`config.mk`:
```
export PLATFORM = sky130hd
export DESIGN_NAME = vend_controller
export DESIGN_NICKNAME = d
export VERILOG_FILES = /design/src/rtl/vend_pkg.sv /design/src/rtl/change_dispenser.sv /design/src/rtl/vend_controller.sv
export SDC_FILE = /design/constraint.sdc
export NUM_CORES = 1
export LEC_CHECK = 0
export CORE_MARGIN = 3
export CORE_UTILIZATION = 25
export DETAILED_ROUTE_END_ITERATION = 6
export PLACE_DENSITY_LB_ADDON = 0.15
export SYNTH_ARGS = -nofsm -noshare
export SYNTH_HDL_FRONTEND = slang
export SYNTH_HIERARCHICAL = 1
export SYNTH_SLANG_ARGS = --single-unit
```
`constraint.sdc`:
```
create_clock -name clk -period 12.95 [get_ports clk]
set_input_delay 3.885 -clock clk [delete_from_list [all_inputs] [get_ports clk]]
set_output_delay 3.885 -clock clk [all_outputs]
set_load 0.05 [all_outputs]
```
`src/rtl/vend_pkg.sv`:
```
// Shared types and price/coin tables for the vending-machine controller.
package vend_pkg;

    typedef enum logic [1:0] {
        SELECT,
        PAY,
        VEND,
        CHANGE
    } vend_state_e;

    localparam int unsigned ITEM_PRICE [0:7] = '{100, 120, 240, 300, 220, 195, 285, 55};
    // Index 0 is the largest denomination; greedy change relies on this ordering.
    localparam int unsigned COIN_VAL [0:3] = '{100, 25, 10, 5};

endpackage

```
`src/rtl/change_dispenser.sv`:
```
// Change register with greedy coin selection and a ready/valid dispense handshake.
module change_dispenser
    import vend_pkg::*;
#(
    parameter int unsigned N_COINS  = 4,
    parameter int unsigned CREDIT_W = 11
) (
    input  logic                clk,
    input  logic                rst,
    input  logic                i_load,
    input  logic [CREDIT_W-1:0] i_amount,
    input  logic                i_active,
    input  logic                i_chg_ready,
    output logic                o_chg_valid,
    output logic [N_COINS-1:0]  o_chg_coin,
    output logic                o_done,
    output logic [CREDIT_W-1:0] o_change
);

    logic [CREDIT_W-1:0] r_change;
    logic [N_COINS-1:0]  w_coin;
    logic [CREDIT_W-1:0] w_coin_val;
    logic                w_fit;

    // First (largest) denomination that still fits the remaining change.
    always_comb begin
        w_coin     = '0;
        w_coin_val = '0;
        w_fit      = 1'b0;
        for (int i = 0; i < N_COINS; i++) begin
            if (!w_fit && (CREDIT_W'(COIN_VAL[i]) <= r_change)) begin
                w_fit      = 1'b1;
                w_coin[i]  = 1'b1;
                w_coin_val = CREDIT_W'(COIN_VAL[i]);
            end
        end
    end

    assign o_chg_valid = i_active && w_fit;
    assign o_chg_coin  = o_chg_valid ? w_coin : '0;
    assign o_done      = i_active && !w_fit;
    assign o_change    = r_change;

    always_ff @(posedge clk or posedge rst) begin
        if (rst) begin
            r_change <= '0;
        end else if (i_load) begin
            r_change <= i_amount;
        end else if (o_chg_valid && i_chg_ready) begin
            r_change <= r_change - w_coin_val;
        end else if (o_done) begin
            // Any remainder below the smallest coin is dropped.
            r_change <= '0;
        end
    end

endmodule

```
`src/rtl/vend_controller.sv`:
```
// Vending transaction core: credit tracking, vend strobe, blink timer and change return.
module vend_controller
    import vend_pkg::*;
#(
    parameter int unsigned N_ITEMS   = 8,
    parameter int unsigned N_COINS   = 4,
    parameter int unsigned CREDIT_W  = 11,
    parameter int unsigned BLINK_DIV = 25000000
) (
    input  logic                clk,
    input  logic                rst,
    input  logic [N_ITEMS-1:0]  sel,
    input  logic [N_COINS-1:0]  coin_in,
    input  logic                card,
    input  logic                cancel,
    input  logic                chg_ready,
    output logic                chg_valid,
    output logic [N_COINS-1:0]  chg_coin,
    output logic                vend_pulse,
    output logic [CREDIT_W-1:0] due,
    output logic [CREDIT_W-1:0] credit,
    output logic                select_led,
    output logic                payment_led,
    output logic                vend_led,
    output logic                blink
);

    localparam int unsigned SUM_W   = CREDIT_W + 1;
    localparam int unsigned BLINK_W = (BLINK_DIV > 1) ? $clog2(BLINK_DIV) : 1;
    localparam logic [BLINK_W-1:0]  BLINK_LAST = BLINK_W'(BLINK_DIV - 1);
    localparam logic [CREDIT_W-1:0] CREDIT_MAX = {CREDIT_W{1'b1}};

    vend_state_e         r_state;
    vend_state_e         w_state_d;
    logic [CREDIT_W-1:0] r_credit;
    logic [CREDIT_W-1:0] w_credit_d;
    logic [CREDIT_W-1:0] r_due;
    logic [CREDIT_W-1:0] w_due_d;
    logic                r_vend_pulse;
    logic                r_blink;
    logic [BLINK_W-1:0]  r_blink_cnt;

    logic [CREDIT_W-1:0] w_price;
    logic [SUM_W-1:0]    w_coin_sum;
    logic [SUM_W-1:0]    w_credit_raw;
    logic [CREDIT_W-1:0] w_credit_sum;
    logic                w_sel_any;
    logic                w_vend_entry;

    logic                w_load;
    logic [CREDIT_W-1:0] w_amount;
    logic                w_done;
    logic [CREDIT_W-1:0] w_change;

    always_comb begin
        w_price = '0;
        for (int i = 0; i < N_ITEMS; i++) begin
            if (sel[i]) begin
                w_price = w_price + CREDIT_W'(ITEM_PRICE[i]);
            end
        end
    end

    always_comb begin
        w_coin_sum = '0;
        for (int i = 0; i < N_COINS; i++) begin
            if (coin_in[i]) begin
                w_coin_sum = w_coin_sum + SUM_W'(COIN_VAL[i]);
            end
        end
    end

    assign w_credit_raw = {1'b0, r_credit} + w_coin_sum;
    assign w_credit_sum = w_credit_raw[CREDIT_W] ? CREDIT_MAX : w_credit_raw[CREDIT_W-1:0];
    assign w_sel_any    = |sel;

    always_comb begin
        w_state_d  = r_state;
        w_credit_d = r_credit;
        w_load     = 1'b0;
        w_amount   = '0;
        unique case (r_state)
            SELECT: begin
                w_credit_d = '0;
                if (w_sel_any) begin
                    w_state_d = PAY;
                end
            end
            PAY: begin
                w_credit_d = w_credit_sum;
                if (cancel) begin
                    w_state_d  = CHANGE;
                    w_credit_d = '0;
                    w_load     = 1'b1;
                    w_amount   = w_credit_sum;
                end else if (card) begin
                    // Card pays in full; coins of the same cycle come back as change.
                    w_state_d = VEND;
                    w_load    = 1'b1;
                    w_amount  = w_credit_sum;
                end else if (!w_sel_any) begin
                    w_state_d  = (w_credit_sum != '0) ? CHANGE : SELECT;
                    w_credit_d = '0;
                    w_load     = 1'b1;
                    w_amount   = w_credit_sum;
                end else if (w_credit_sum >= w_price) begin
                    w_state_d = VEND;
                    w_load    = 1'b1;
                    w_amount  = w_credit_sum - w_price;
                end
            end
            VEND: begin
                if (!w_sel_any) begin
                    w_state_d  = (w_change != '0) ? CHANGE : SELECT;
                    w_credit_d = '0;
                end
            end
            CHANGE: begin
                w_credit_d = '0;
                if (w_done) begin
                    w_state_d = SELECT;
                end
            end
            default: begin
                w_state_d  = SELECT;
                w_credit_d = '0;
            end
        endcase
    end

    assign w_due_d      = (w_price > w_credit_d) ? (w_price - w_credit_d) : '0;
    assign w_vend_entry = (w_state_d == VEND) && (r_state != VEND);

    always_ff @(posedge clk or posedge rst) begin
        if (rst) begin
            r_state      <= SELECT;
            r_credit     <= '0;
            r_due        <= '0;
            r_vend_pulse <= 1'b0;
            r_blink      <= 1'b1;
            r_blink_cnt  <= '0;
        end else begin
            r_state      <= w_state_d;
            r_credit     <= w_credit_d;
            r_due        <= w_due_d;
            r_vend_pulse <= w_vend_entry;
            if ((w_state_d != VEND) || w_vend_entry) begin
                r_blink     <= 1'b1;
                r_blink_cnt <= '0;
            end else if (r_blink_cnt == BLINK_LAST) begin
                r_blink     <= ~r_blink;
                r_blink_cnt <= '0;
            end else begin
                r_blink_cnt <= r_blink_cnt + 1'b1;
            end
        end
    end

    change_dispenser #(
        .N_COINS  (N_COINS),
        .CREDIT_W (CREDIT_W)
    ) u_change_dispenser (
        .clk         (clk),
        .rst         (rst),
        .i_load      (w_load),
        .i_amount    (w_amount),
        .i_active    (r_state == CHANGE),
        .i_chg_ready (chg_ready),
        .o_chg_valid (chg_valid),
        .o_chg_coin  (chg_coin),
        .o_done      (w_done),
        .o_change    (w_change)
    );

    assign credit      = r_credit;
    assign due         = r_due;
    assign vend_pulse  = r_vend_pulse;
    assign blink       = r_blink;
    assign select_led  = (r_state == SELECT);
    assign payment_led = (r_state == PAY);
    assign vend_led    = (r_state == VEND);

endmodule
```
## Word-level counts from Yosys, hierarchy flattened

Index checks and enable logic that the tools add are counted.

| word-level totals | value |
|---|---|
| flip-flop bits (word level) | 62 |
| word-level logic and storage cells | 113 |

| cells by class | value |
|---|---|
| add/sub/neg operators | 15 |
| $lt $le $gt $ge | 6 |
| equality and inequality tests | 7 |
| multiplexer cells | 58 |
| bitwise operators | 1 |
| reductions and logical operators | 19 |

Operators with widths:

| cell | number |
|---|---|
| 2-to-1 mux 11 bit | 21 |
| 2-to-1 mux 25 bit | 2 |
| 2-to-1 mux 7 bit | 6 |
| 2-to-1 mux 12 bit | 3 |
| adder 11 x 8 -> 11 bit, second input constant | 3 |
| one-hot mux 11 bit (3 select lines) | 1 |
| adder 25 x 1 -> 25 bit, second input constant | 1 |
| equality test 25 bit, second input constant | 1 |
| adder 11 x 9 -> 11 bit, second input constant | 2 |
| nonzero test 11 bit | 2 |
| subtractor 11 bit | 2 |
| 2-to-1 mux 2 bit | 9 |
| 2-to-1 mux 1 bit | 14 |
| adder 11 x 12 -> 12 bit | 1 |
| adder 12 x 3 -> 12 bit, second input constant | 1 |
| adder 12 x 4 -> 12 bit, second input constant | 1 |
| adder 12 x 5 -> 12 bit, second input constant | 1 |
| adder 11 x 6 -> 11 bit, second input constant | 1 |
| adder 11 x 7 -> 11 bit, second input constant | 1 |
| greater-or-equal comparator 11 bit | 1 |
| greater-than comparator 11 bit | 1 |
| less-or-equal comparator 3 x 11 -> 1 bit, first input constant | 1 |
| less-or-equal comparator 4 x 11 -> 1 bit, first input constant | 1 |
| less-or-equal comparator 5 x 11 -> 1 bit, first input constant | 1 |
| other kinds (16) | 28 |

## Logic depth before layout (Yosys ltp)

Gate-level depths: netlist of the first run.

| logic depth | value |
|---|---|
| depth in word-level cells | 25 |
| depth in mapped cells | 32 |
| depth with buffers taken out | 28 |

## By module

The synthesis of the first run kept the hierarchy.

By module, submodules not included:

| module | instances | cells each | area an instance (µm²) |
|---|---|---|---|
| vend_controller | 1 | 643 | 5,222.5 |
| change_dispenser | 1 | 122 | 1,021.0 |

## Worst setup path after synthesis of the first run

OpenSTA, ideal clock, no wires.

| timing | value |
|---|---|
| path kind | input to register |
| start point | input sel[1] |
| end point | register u_change_dispenser.r_change[7] (netlist: u_change_dispenser/o_change[7]) |
| data arrival time | 9,242 ps |
| data required time | 12,863 ps |
| path slack | 3,622 ps |
| cell stages on the path | 31 |
| path buffers | 4 |
| path through | buf_2 -> inv_1 -> ha_1 -> buf_2 -> inv_4 -> mux2i_1 -> ha_1 -> nand3_1 -> o2111ai_1 -> o21ai_1 -> xnor2_1 -> inv_2 -> ha_1 -> nand2b_1 -> xnor3_1 -> nor3_2 -> nand3_1 -> a221oi_2 -> xor2_1 -> ha_1 -> nand4_1 -> nor3_1 -> nor4_1 -> a21oi_1 -> clkbuf_1 -> nor2_1 -> nor2_1 -> or3b_1 -> buf_2 -> or3_1 -> o211ai_1 |

| between the ends | value |
|---|---|
| word-level cells in the longest chain between the ends | 20 |
| elaborated cells on any way between the ends | 28 |
| those cells by class | add/sub: 7; order compare: 1; mux: 18; reduce/logical: 2 |

RTL lines:

| item | line | RTL |
|---|---|---|
| from (decl) | vend_controller.sv:12 | `input logic [N_ITEMS-1:0] sel,` |
| 2-to-1 mux 11 bit | vend_controller.sv:58 | `if (sel[i]) begin` |
| adder 11 x 8 -> 11 bit | vend_controller.sv:59 | `w_price = w_price + CREDIT_W'(ITEM_PRICE[i]);` |
| 2-to-1 mux 11 bit | vend_controller.sv:58 |  |
| adder 11 x 9 -> 11 bit | vend_controller.sv:59 |  |
| 2-to-1 mux 11 bit | vend_controller.sv:58 |  |
| adder 11 x 8 -> 11 bit | vend_controller.sv:59 |  |
| 2-to-1 mux 11 bit | vend_controller.sv:58 |  |
| adder 11 x 8 -> 11 bit | vend_controller.sv:59 |  |
| (+5 left out) | -- |  |
| greater-or-equal comparator 11 bit | vend_controller.sv:106 | `end else if (w_credit_sum >= w_price) begin` |
| 2-to-1 mux 1 bit | vend_controller.sv:106 |  |
| 2-to-1 mux 1 bit * | vend_controller.sv:101 | `end else if (!w_sel_any) begin` |
| 2-to-1 mux 1 bit * | vend_controller.sv:96 | `end else if (card) begin` |
| 2-to-1 mux 1 bit * | vend_controller.sv:91 | `if (cancel) begin` |
| 2-to-1 mux 1 bit * | vend_controller.sv:82 | `unique case (r_state)` |
| net w_load | vend_controller.sv:50 | `logic w_load;` |
| nonzero test 3 bit (no line) or 2-to-1 mux 11 bit (tied branches) | -- |  |
| to (signal assigned) | change_dispenser.sv:48 | `r_change <= i_amount;` |
| to (signal assigned) | change_dispenser.sv:50 | `r_change <= r_change - w_coin_val;` |
| to (decl) | change_dispenser.sv:20 | `logic [CREDIT_W-1:0] r_change;` |

Mark *: on every way through the listed nets, which the timed path passes. The rest lies on a longest branch.
A chain may end at the register's enable or synchronous reset.

## Worst setup path after layout of the first run

Ends and elaborated chain as after synthesis.

==> results of run 1 <==
## metal layers
metal	vias to the layer above	GRT usage, %
met2	65	21.3
met3	10	2.07
li1	2788	-
met5	-	0
met4	0	2.50
met1	2555	18.5
## through the flow
step                      cells  util (%)
after CTS                  1135      30.2
after global routing       1135      30.2
after detailed placement   1119      28.9
after floorplan             765         -
final                      1135      30.2
after global placement     1119      28.9
## worst max-delay path: cells and delay by family
family	cells	cell delay (ns)
mux	1	0.21
compound gates	6	1.26
xor+xnor	3	0.94
fa+ha+maj	4	1.21
simple gates	10	1.92
buf+inv	5	1.40
## power by group through the flow
stage          combinational [uW]  clock [uW]  sequential (uW)
3_3_place_gp                 1050           0              287
2_1_floorplan                 708           0              341
5_1_grt                      1150         275              288
6_report                     1030         260              282
4_1_cts                      1050         268              283
3_5_place_dp                 1040           0              286
## kinds of logic after synthesis
kind of cell	share of synthesized area (%)
simple gates	23.7
buf+inv	5.77
xor+xnor	11.6
compound gates	19.6
mux	2.34
fa+ha+maj	12.1
flops	24.9
## final cells by class
| type | instances | area [um^2] |
|---|---|---|
| inverters | 66 | 250 |
| repair buffers | 54 | 526 |
| multi-input cells | 613 | 4330 |
| clock buffers | 13 | 250 |
| fillers | 2661 | 17100 |
| clock inverters | 3 | 67.6 |
| well taps | 324 | 405 |
| flip-flops and latches | 62 | 1550 |
## cell usage after synthesis (all sizes together) (4+ instances only)
cell,instances
a211o,4
a211oi,5
a21boi,6
a21o,11
a21oi,45
a221oi,5
a22oi,13
and2,8
and3,13
buf,10
clkbuf,14
dfrtp,61
fa,4
ha,54
inv,66
mux2i,9
nand2,63
nand2b,8
nand3,31
nand3b,6
nand4,11
nand4b,4
nor2,76
nor2b,16
nor3,22
nor4,4
nor4b,6
o211ai,6
o21a,15
o21ai,31
o21bai,6
or2,7
or3,5
xnor2,50
xor2,26
## state kept, by name, indices dropped and copies added (netlist names)
signal                       count
blink                            1
vend_pulse                       1
due                             11
u_change_dispenser/o_change     11
r_state                          2
r_blink_cnt                     25
credit                          11
## path summary, 6_finish.rpt
check / from / endpoint / slack [ns] / cells past startpoint
max in group asynchronous: rst / due[0]$_DFF_PP0_ / 8.40 / 3
worst max-delay path: sel[1] / u_change_dispenser/o_change[7]$_DFFE_PP0P_ / 2.37 / 29
worst min register to register: r_blink_cnt[0]$_DFF_PP0_ / r_blink_cnt[0]$_DFF_PP0_ / 0.49 / 1
min in group asynchronous: rst / u_change_dispenser/o_change[8]$_DFFE_PP0P_ / 3.92 / 2
worst min-delay path: r_blink_cnt[0]$_DFF_PP0_ / r_blink_cnt[0]$_DFF_PP0_ / 0.49 / 1
worst max register to register: credit[1]$_DFF_PP0_ / u_change_dispenser/o_change[7]$_DFFE_PP0P_ / 7.25 / 22
==> impl_metrics.env, run 1 <==
export IMPL_outcome="finished, final reports clean"
export IMPL_grt_pass1_vias=5293
export IMPL_p_seq_share_pct=17.9
export IMPL_layout_nets=881
export IMPL_grt_overflow=0
export IMPL_synth_edf_count=0
export IMPL_cts_htree_levels=3
export IMPL_synth_fp_nets=840
export IMPL_row_count=57
export IMPL_synth_top_area_share_pct=24.4
export IMPL_dp_final_hpwl_um=13900
export IMPL_antenna_found_initial=0
export IMPL_synth_ff_latch_count=62
export IMPL_place_gp_congestion=0.814
export IMPL_clk_path_buf_depth=2
export IMPL_p_leak_uw=0.00323
export IMPL_postCtsSetupBuffers=0
export IMPL_power_share_clock_pct=16.5
export IMPL_arrival_ns=10.84
export IMPL_hp_class="reg2reg"
export IMPL_cts_resized=0
export IMPL_fin_crit_ns=10.58
export IMPL_routed_top_layer="met4"
export IMPL_cts_hold_buffers=0
export IMPL_pre_cts_ws_ns=2.06
export IMPL_dr_wl_met2_um=8020
export IMPL_rsz0062_at_grt="no"
export IMPL_io_pins=49
export IMPL_criticalPathCategory="in2reg"
export IMPL_crit_path_end_kind="flop"
export IMPL_grtUsageTotal_pct=13.1
export IMPL_swShare_pct=48.3
export IMPL_area_growth_pct=18.2
export IMPL_synthFlopType="dfrtp_1"
export IMPL_power_frac_comb_pct=65.6
export IMPL_die_x_um=164
export IMPL_cpPeakStageDelay_ns=0.81
export IMPL_die_height_um=164
export IMPL_critical_path_slowest_cell="nor3b_1"
export IMPL_cts_root_buf="clkbuf_16"
export IMPL_p_int_uw=814
export IMPL_cts_tree="done"
export IMPL_synthCells=765
export IMPL_synth_area_mm2=0.00624
export IMPL_synthTopCellsByArea="dfrtp_1 24%, ha_1 11%, xnor2_1 6.6%, nor2_1 4.6%, inv_1 3.8%"
export IMPL_worst_pin_slew_ns=0.974
export IMPL_dieArea_mm2=0.0269
export IMPL_grt_max_degree=52
export IMPL_syn_avg_cell_area_um2=8.16
export IMPL_cts_buffers=9
export IMPL_cp_required_ns=13.21
export IMPL_drc_errors=0
export IMPL_wl_per_cell_um=15.3
export IMPL_antenna_cells=0
export IMPL_slew_headroom_pct=34.9
export IMPL_wl_met1_um=8710
export IMPL_timing_final_crit_share_pct=81.7
export IMPL_start_kind="input port"
export IMPL_final_layout_size_suffix_gt1_share_pct=6.54
export IMPL_fin_area_mm2=0.00738
export IMPL_power_density_mw_per_mm2=213
export IMPL_totalNegativeSetupSlack_ns=0
export IMPL_numPortBuffers=48
export IMPL_hold_viol_final=0
export IMPL_drtIter0Drc=359
export IMPL_finalPower_uw=1570
export IMPL_dpl_cell_area_mm2=0.00706
export IMPL_skew_ns=0.00814
export IMPL_vias_per_cell=4.77
export IMPL_slew_viol_final=0
export IMPL_clk_pin_slew_ns=0.06
export IMPL_synth_async_sr_flop_share_pct=100
export IMPL_synth_cell_types=81
export IMPL_yosys_warnings=6
export IMPL_layout_commonest_cell="nor2_1"
export IMPL_initial_utilization_pct=25.5
export IMPL_vias=5418
export IMPL_grt_pass1_wl_um=28100
export IMPL_layout_common_cells="76 x nor2_1, 63 x inv_1, 63 x nand2_1"
export IMPL_holdWs_ns=0.487
export IMPL_wl_um=17300
export IMPL_synth_top_cell_by_area="dfrtp_1"
export IMPL_clk_latency_ns=0.34
export IMPL_antenna_left=0
export IMPL_cp_common_cell="ha_1"
export IMPL_path_max_fanout=16
export IMPL_switchingPower_uw=760
export IMPL_core_mm2=0.0245
export IMPL_fin_ws_ns=2.37
export IMPL_maxCapViolations=0
export IMPL_max_freq_mhz=94.5
export IMPL_numClockSinks=62
export IMPL_setup_viol=0
export IMPL_firstDrtPassIters=7
export IMPL_seq_area_frac_synth_pct=24.9
export IMPL_ir_drop_mv=0.0766
export IMPL_met3_length_um=431
(Power assumes the default switching activity.)
==> run 2, diff against run 1 <==
Clock period 12.95 ns to 9 ns, I/O delays scaled along.
==> impl_metrics.env, run 2 (synthesized netlist as in run 1, its figures left out) <==
export IMPL_antenna_left=0
export IMPL_drc_errors=0
export IMPL_p_seq_share_pct=17.9
export IMPL_postCtsSetupBuffers=0
export IMPL_slew_viol_final=0
export IMPL_area_growth_pct=18.8
export IMPL_cts_htree_levels=3
export IMPL_clk_latency_ns=0.34
export IMPL_arrival_ns=8.56
export IMPL_criticalPathCategory="in2reg"
export IMPL_cts_hold_buffers=0
export IMPL_wl_per_cell_um=15.3
export IMPL_r2r_start="credit[1]$_DFF_PP0_"
export IMPL_largest_reg_flops=25
export IMPL_dp_final_hpwl_um=13900
export IMPL_firstDrtPassIters=4
export IMPL_skew_ns=0.0102
export IMPL_wl_um=17500
export IMPL_vias=5410
export IMPL_layout_nets=888
export IMPL_place_gp_congestion=0.835
export IMPL_cts_buffers=9
export IMPL_grt_pass1_vias=5410
export IMPL_p_int_uw=1140
export IMPL_power_share_clock_pct=15.5
export IMPL_n_fill_cell=2615
export IMPL_pre_cts_ws_ns=0.315
export IMPL_grt_util_met2_pct=21.6
export IMPL_grt_overflow=0
export IMPL_top_register="r_blink_cnt"
export IMPL_fin_ws_ns=0.707
export IMPL_cts_resized=0
export IMPL_power_frac_comb_pct=66.6
export IMPL_swShare_pct=49.3
export IMPL_drtIter0Drc=332
export IMPL_die_height_um=164
export IMPL_met1_usage_pct=18.4
export IMPL_die_x_um=164
export IMPL_numPortBuffers=48
export IMPL_dieArea_mm2=0.0269
export IMPL_path_max_fanout=11
export IMPL_vias_per_cell=4.74
export IMPL_crit_path_end_kind="flop"
export IMPL_cts_tree="done"
export IMPL_initial_utilization_pct=25.5
export IMPL_grt_pass1_wl_um=28500
export IMPL_fin_crit_ns=8.29
export IMPL_timing_final_crit_share_pct=92.1
export IMPL_layout_commonest_cell="nor2_1"
export IMPL_slew_headroom_pct=55.2
export IMPL_setup_viol=0
export IMPL_row_count=57
export IMPL_grt_met3_usage_pct=1.84
export IMPL_hold_path_startpoint="r_blink_cnt[0]$_DFF_PP0_"
export IMPL_start_kind="input port"
export IMPL_power_density_mw_per_mm2=304
export IMPL_switchingPower_uw=1110
export IMPL_worst_pin_slew_ns=0.672
export IMPL_critPathLaunch="sel[2]"
export IMPL_antenna_cells=0
export IMPL_cp_required_ns=9.26
export IMPL_ir_drop_mv=0.0823
export IMPL_grt_max_degree=52
export IMPL_numClockSinks=62
export IMPL_hp_class="reg2reg"
export IMPL_clk_path_buf_depth=2
export IMPL_busiest_layer="met2"
export IMPL_outcome="finished, final reports clean"
export IMPL_p_leak_uw=0.00325
export IMPL_maxCapViolations=0
export IMPL_grtUsageTotal_pct=13.2
export IMPL_clk_pin_slew_ns=0.06
export IMPL_io_pins=49
export IMPL_final_layout_size_suffix_gt1_share_pct=7.70
export IMPL_core_mm2=0.0245
export IMPL_max_freq_mhz=121
export IMPL_hold_viol_final=0
export IMPL_totalNegativeSetupSlack_ns=0
export IMPL_rsz0062_at_grt="no"
export IMPL_layout_common_cells="76 x nor2_1, 63 x inv_1, 63 x nand2_1"
export IMPL_antenna_found_initial=0
export IMPL_cts_root_buf="clkbuf_16"
==> run 2: cell count changes in the layout (fill, tap and decap cells not counted) <==
cell and delta:
clkbuf_1 -3, clkbuf_8 -1, clkinvlp_4 +1, buf_4 +7
clkinv_4 +1, inv_6 +1, bufinv_16 -1, clkinv_2 +2
==> run 2: metal layers <==
layer	wire length (um)	part of all wire, %	vias to the layer above
li1	-	-	2801
met1	8750	50	2530
met2	8040	46	62
met3	466	2.7	17
met4	206	1.2	0
met5	0	0	-
==> run 2: worst paths after layout <==
path | end | slack, ns | depth (start not counted)
worst max-delay path | u_change_dispenser/o_change[7]$_DFFE_PP0P_ | 0.71 | 25
worst min-delay path | r_blink_cnt[0]$_DFF_PP0_ | 0.48 | 1
worst max register to register | u_change_dispenser/o_change[7]$_DFFE_PP0P_ | 3.93 | 21
worst min register to register | r_blink_cnt[0]$_DFF_PP0_ | 0.48 | 1
max in group asynchronous | due[9]$_DFF_PP0_ | 5.65 | 3
min in group asynchronous | u_change_dispenser/o_change[3]$_DFFE_PP0P_ | 2.71 | 2
==> run 2: critical path, stage by stage <==
cell,delay (ns)
clkdlybuf4s50_1,0.71
inv_1,0.19
ha_1,0.23
a21oi_2,0.24
nand2_1,0.15
xnor2_2,0.19
a211oi_1,0.35
xnor2_2,0.22
ha_1,0.19
nand2b_1,0.13
xnor3_1,0.50
nor3_2,0.14
nand3_1,0.11
a221oi_2,0.37
xor2_1,0.18
ha_1,0.28
nand4_1,0.10
nor3_1,0.05
nor4_1,0.16
a21oi_1,0.12
nor2_1,0.16
nor2_1,0.08
or3b_1,0.53
or3_1,0.39
o211ai_1,0.09
==> run 2: power by group through the flow <==
stage / Clock [uW] / Combinational [uW] / Sequential (uW)
floorplan: 0 / 1020 / 491
global placement: 0 / 1520 / 411
detailed placement: 0 / 1510 / 408
CTS: 358 / 1520 / 404
global route: 370 / 1670 / 413
finish: 349 / 1500 / 404
==> run 2: final cells by class <==
type	count	area (um^2)	area share, %
clock buffer	9	225	3.04
clock inverter	7	72.6	0.979
inverter	66	250	3.37
multi-input combinational	613	4330	58.4
sequential	62	1550	20.9
tap	324	405	5.47
timing repair buffer	61	578	7.80
==> run 2: through the flow <==
stage	std cells	hold WS [ns]	power, uW	util [%]	instance area (um^2)
2_1_floorplan	765	0.448	1510	-	6240
3_3_place_gp	1126	0.474	1940	29.1	7120
3_5_place_dp	1126	0.480	1920	29.1	7120
4_1_cts	1142	0.487	2280	30.3	7410
5_1_grt	1142	0.528	2450	30.3	7410
6_report	1142	0.482	2250	30.3	7410
==> run 3, diff against run 2 <==
Settings changed: CORE_UTILIZATION 25 to 54.
==> impl_metrics.env, run 3 (synthesized netlist as in run 1, its figures left out) <==
export IMPL_outcome="finished, final reports clean"
export IMPL_criticalPathCategory="in2reg"
export IMPL_path_max_fanout=10
export IMPL_crit_path_end_kind="flop"
export IMPL_numClockSinks=62
export IMPL_cts_hold_buffers=0
export IMPL_numPortBuffers=48
export IMPL_setup_viol=0
export IMPL_antenna_left=0
export IMPL_grt_max_degree=52
export IMPL_holdWs_ns=0.487
export IMPL_hold_viol_final=0
export IMPL_hp_class="reg2reg"
export IMPL_cts_tree="done"
export IMPL_cp_num_buf_inv=4
export IMPL_layout_commonest_cell="nor2_1"
export IMPL_reg2regPathDepth=21
export IMPL_cts_htree_levels=3
export IMPL_pre_cts_ws_ns=0.124
export IMPL_r2r_slack_ns=3.92
export IMPL_vias_per_cell=5.95
export IMPL_area_growth_pct=15.1
export IMPL_grt_pass1_vias=5546
export IMPL_postCtsSetupBuffers=0
export IMPL_totalNegativeSetupSlack_ns=0
export IMPL_antenna_cells=0
export IMPL_r2r_start="credit[1]$_DFF_PP0_"
export IMPL_slew_viol_final=0
export IMPL_dp_final_hpwl_um=12200
export IMPL_die_height_um=114
export IMPL_cts_root_buf="clkbuf_16"
export IMPL_worst_pin_slew_ns=1.05
export IMPL_cp_required_ns=9.24
export IMPL_top_register="r_blink_cnt"
export IMPL_vias=5687
export IMPL_final_layout_size_suffix_gt1_share_pct=7.48
export IMPL_grt_pass1_wl_um=25800
export IMPL_clk_pin_slew_ns=0.06
export IMPL_arrival_ns=8.73
export IMPL_power_density_mw_per_mm2=314
export IMPL_die_x_um=114
export IMPL_cp_common_cell="ha_1"
export IMPL_grtUsageTotal_pct=24.2
export IMPL_slew_headroom_pct=30.2
export IMPL_cpPeakStageDelay_ns=0.54
export IMPL_maxCapViolations=0
export IMPL_clk_latency_ns=0.33
export IMPL_skew_ns=0.00634
export IMPL_drtIter0Drc=428
export IMPL_rsz0062_at_grt="no"
export IMPL_fin_crit_ns=8.49
export IMPL_grt_overflow=0
export IMPL_dieArea_mm2=0.0129
export IMPL_fin_ws_ns=0.509
export IMPL_layout_nets=885
export IMPL_clk_path_buf_depth=2
export IMPL_cpLargestDelayFamily="simple AND/OR/NAND/NOR gates"
export IMPL_path_depth=28
export IMPL_firstDrtPassIters=4
export IMPL_largest_reg_flops=25
export IMPL_critPathLaunch="sel[1]"
export IMPL_cts_resized=0
export IMPL_timing_final_crit_share_pct=94.3
export IMPL_row_count=38
export IMPL_cts_buffers=9
export IMPL_finalNonFillerCells=955
export IMPL_wl_um=15500
export IMPL_drc_errors=0
export IMPL_max_freq_mhz=118
export IMPL_holdPathStages=1
export IMPL_endpoint="u_change_dispenser/o_change[7]$_DFFE_PP0P_"
export IMPL_p_leak_uw=0.00325
export IMPL_dp_cells=939
export IMPL_io_pins=49
export IMPL_ir_drop_mv=0.253
export IMPL_wl_per_cell_um=16.3
export IMPL_initial_utilization_pct=56.4
export IMPL_layout_common_cells="76 x nor2_1, 63 x inv_1, 63 x nand2_1"
export IMPL_place_gp_congestion=0.909
export IMPL_reg2reg_to="u_change_dispenser/o_change[7]$_DFFE_PP0P_"
export IMPL_start_kind="input port"
export IMPL_antenna_found_initial=0
export IMPL_core_mm2=0.0111
export IMPL_critical_path_slowest_cell="or3b_1"
run 3: cell types whose count changed in the layout (fill, tap and decap cells not counted):
cell        delta
buf_4          -3
clkbuf_8       +2
clkinv_2       -2
clkinvlp_4     -1
ha_1           -1
ha_2           +1
inv_6          +1
run 3: how the worst min path moves through the flow:
stage,start,endpoint,slack (ns)
CTS,r_blink_cnt[0]$_DFF_PP0_,r_blink_cnt[0]$_DFF_PP0_,0.49
global route,r_blink_cnt[0]$_DFF_PP0_,r_blink_cnt[0]$_DFF_PP0_,0.51
floorplan,r_blink_cnt[0]$_DFF_PP0_,r_blink_cnt[0]$_DFF_PP0_,0.45
detailed placement,r_blink_cnt[0]$_DFF_PP0_,r_blink_cnt[0]$_DFF_PP0_,0.48
global placement,r_blink_cnt[0]$_DFF_PP0_,r_blink_cnt[0]$_DFF_PP0_,0.47
finish,r_blink_cnt[0]$_DFF_PP0_,r_blink_cnt[0]$_DFF_PP0_,0.49
run 3: cell type report:
type | instances | area (um^2)
Clock buffer | 11 | 253
Timing Repair Buffer | 58 | 556
Inverter | 66 | 250
Sequential cell | 62 | 1550
Fill cell | 996 | 3890
Tap cell | 140 | 175
Clock inverter | 5 | 63.8
Multi-Input combinational cell | 613 | 4330
run 3: report_power, final:
group	switching [uW]	total (uW)	internal [uW]
combinational	906	1490	587
sequential	60.8	401	341
clock	129	360	232
total	1100	2250	1160
run 3: per-stage QoR:
stage	total power [uW]	area [um^2]	util, %
after floorplan	1510	6240	-
after detailed placement	1870	6860	62.0
after global routing	2420	7180	64.8
after CTS	2240	7180	64.8
after global placement	1830	6860	62.0
final	2250	7180	64.8
run 3: routing by layer:
metal  share of wire [%]  vias up  global-route usage [%]  wire length [um]
met5                   0        -                       0                 0
met4                 1.9        0                    8.65               289
met3                 4.5       20                    3.18               693
met2                  48      164                    40.8              7480
met1                  45     2709                    31.9              7060
li1                    -     2794                       -                 -
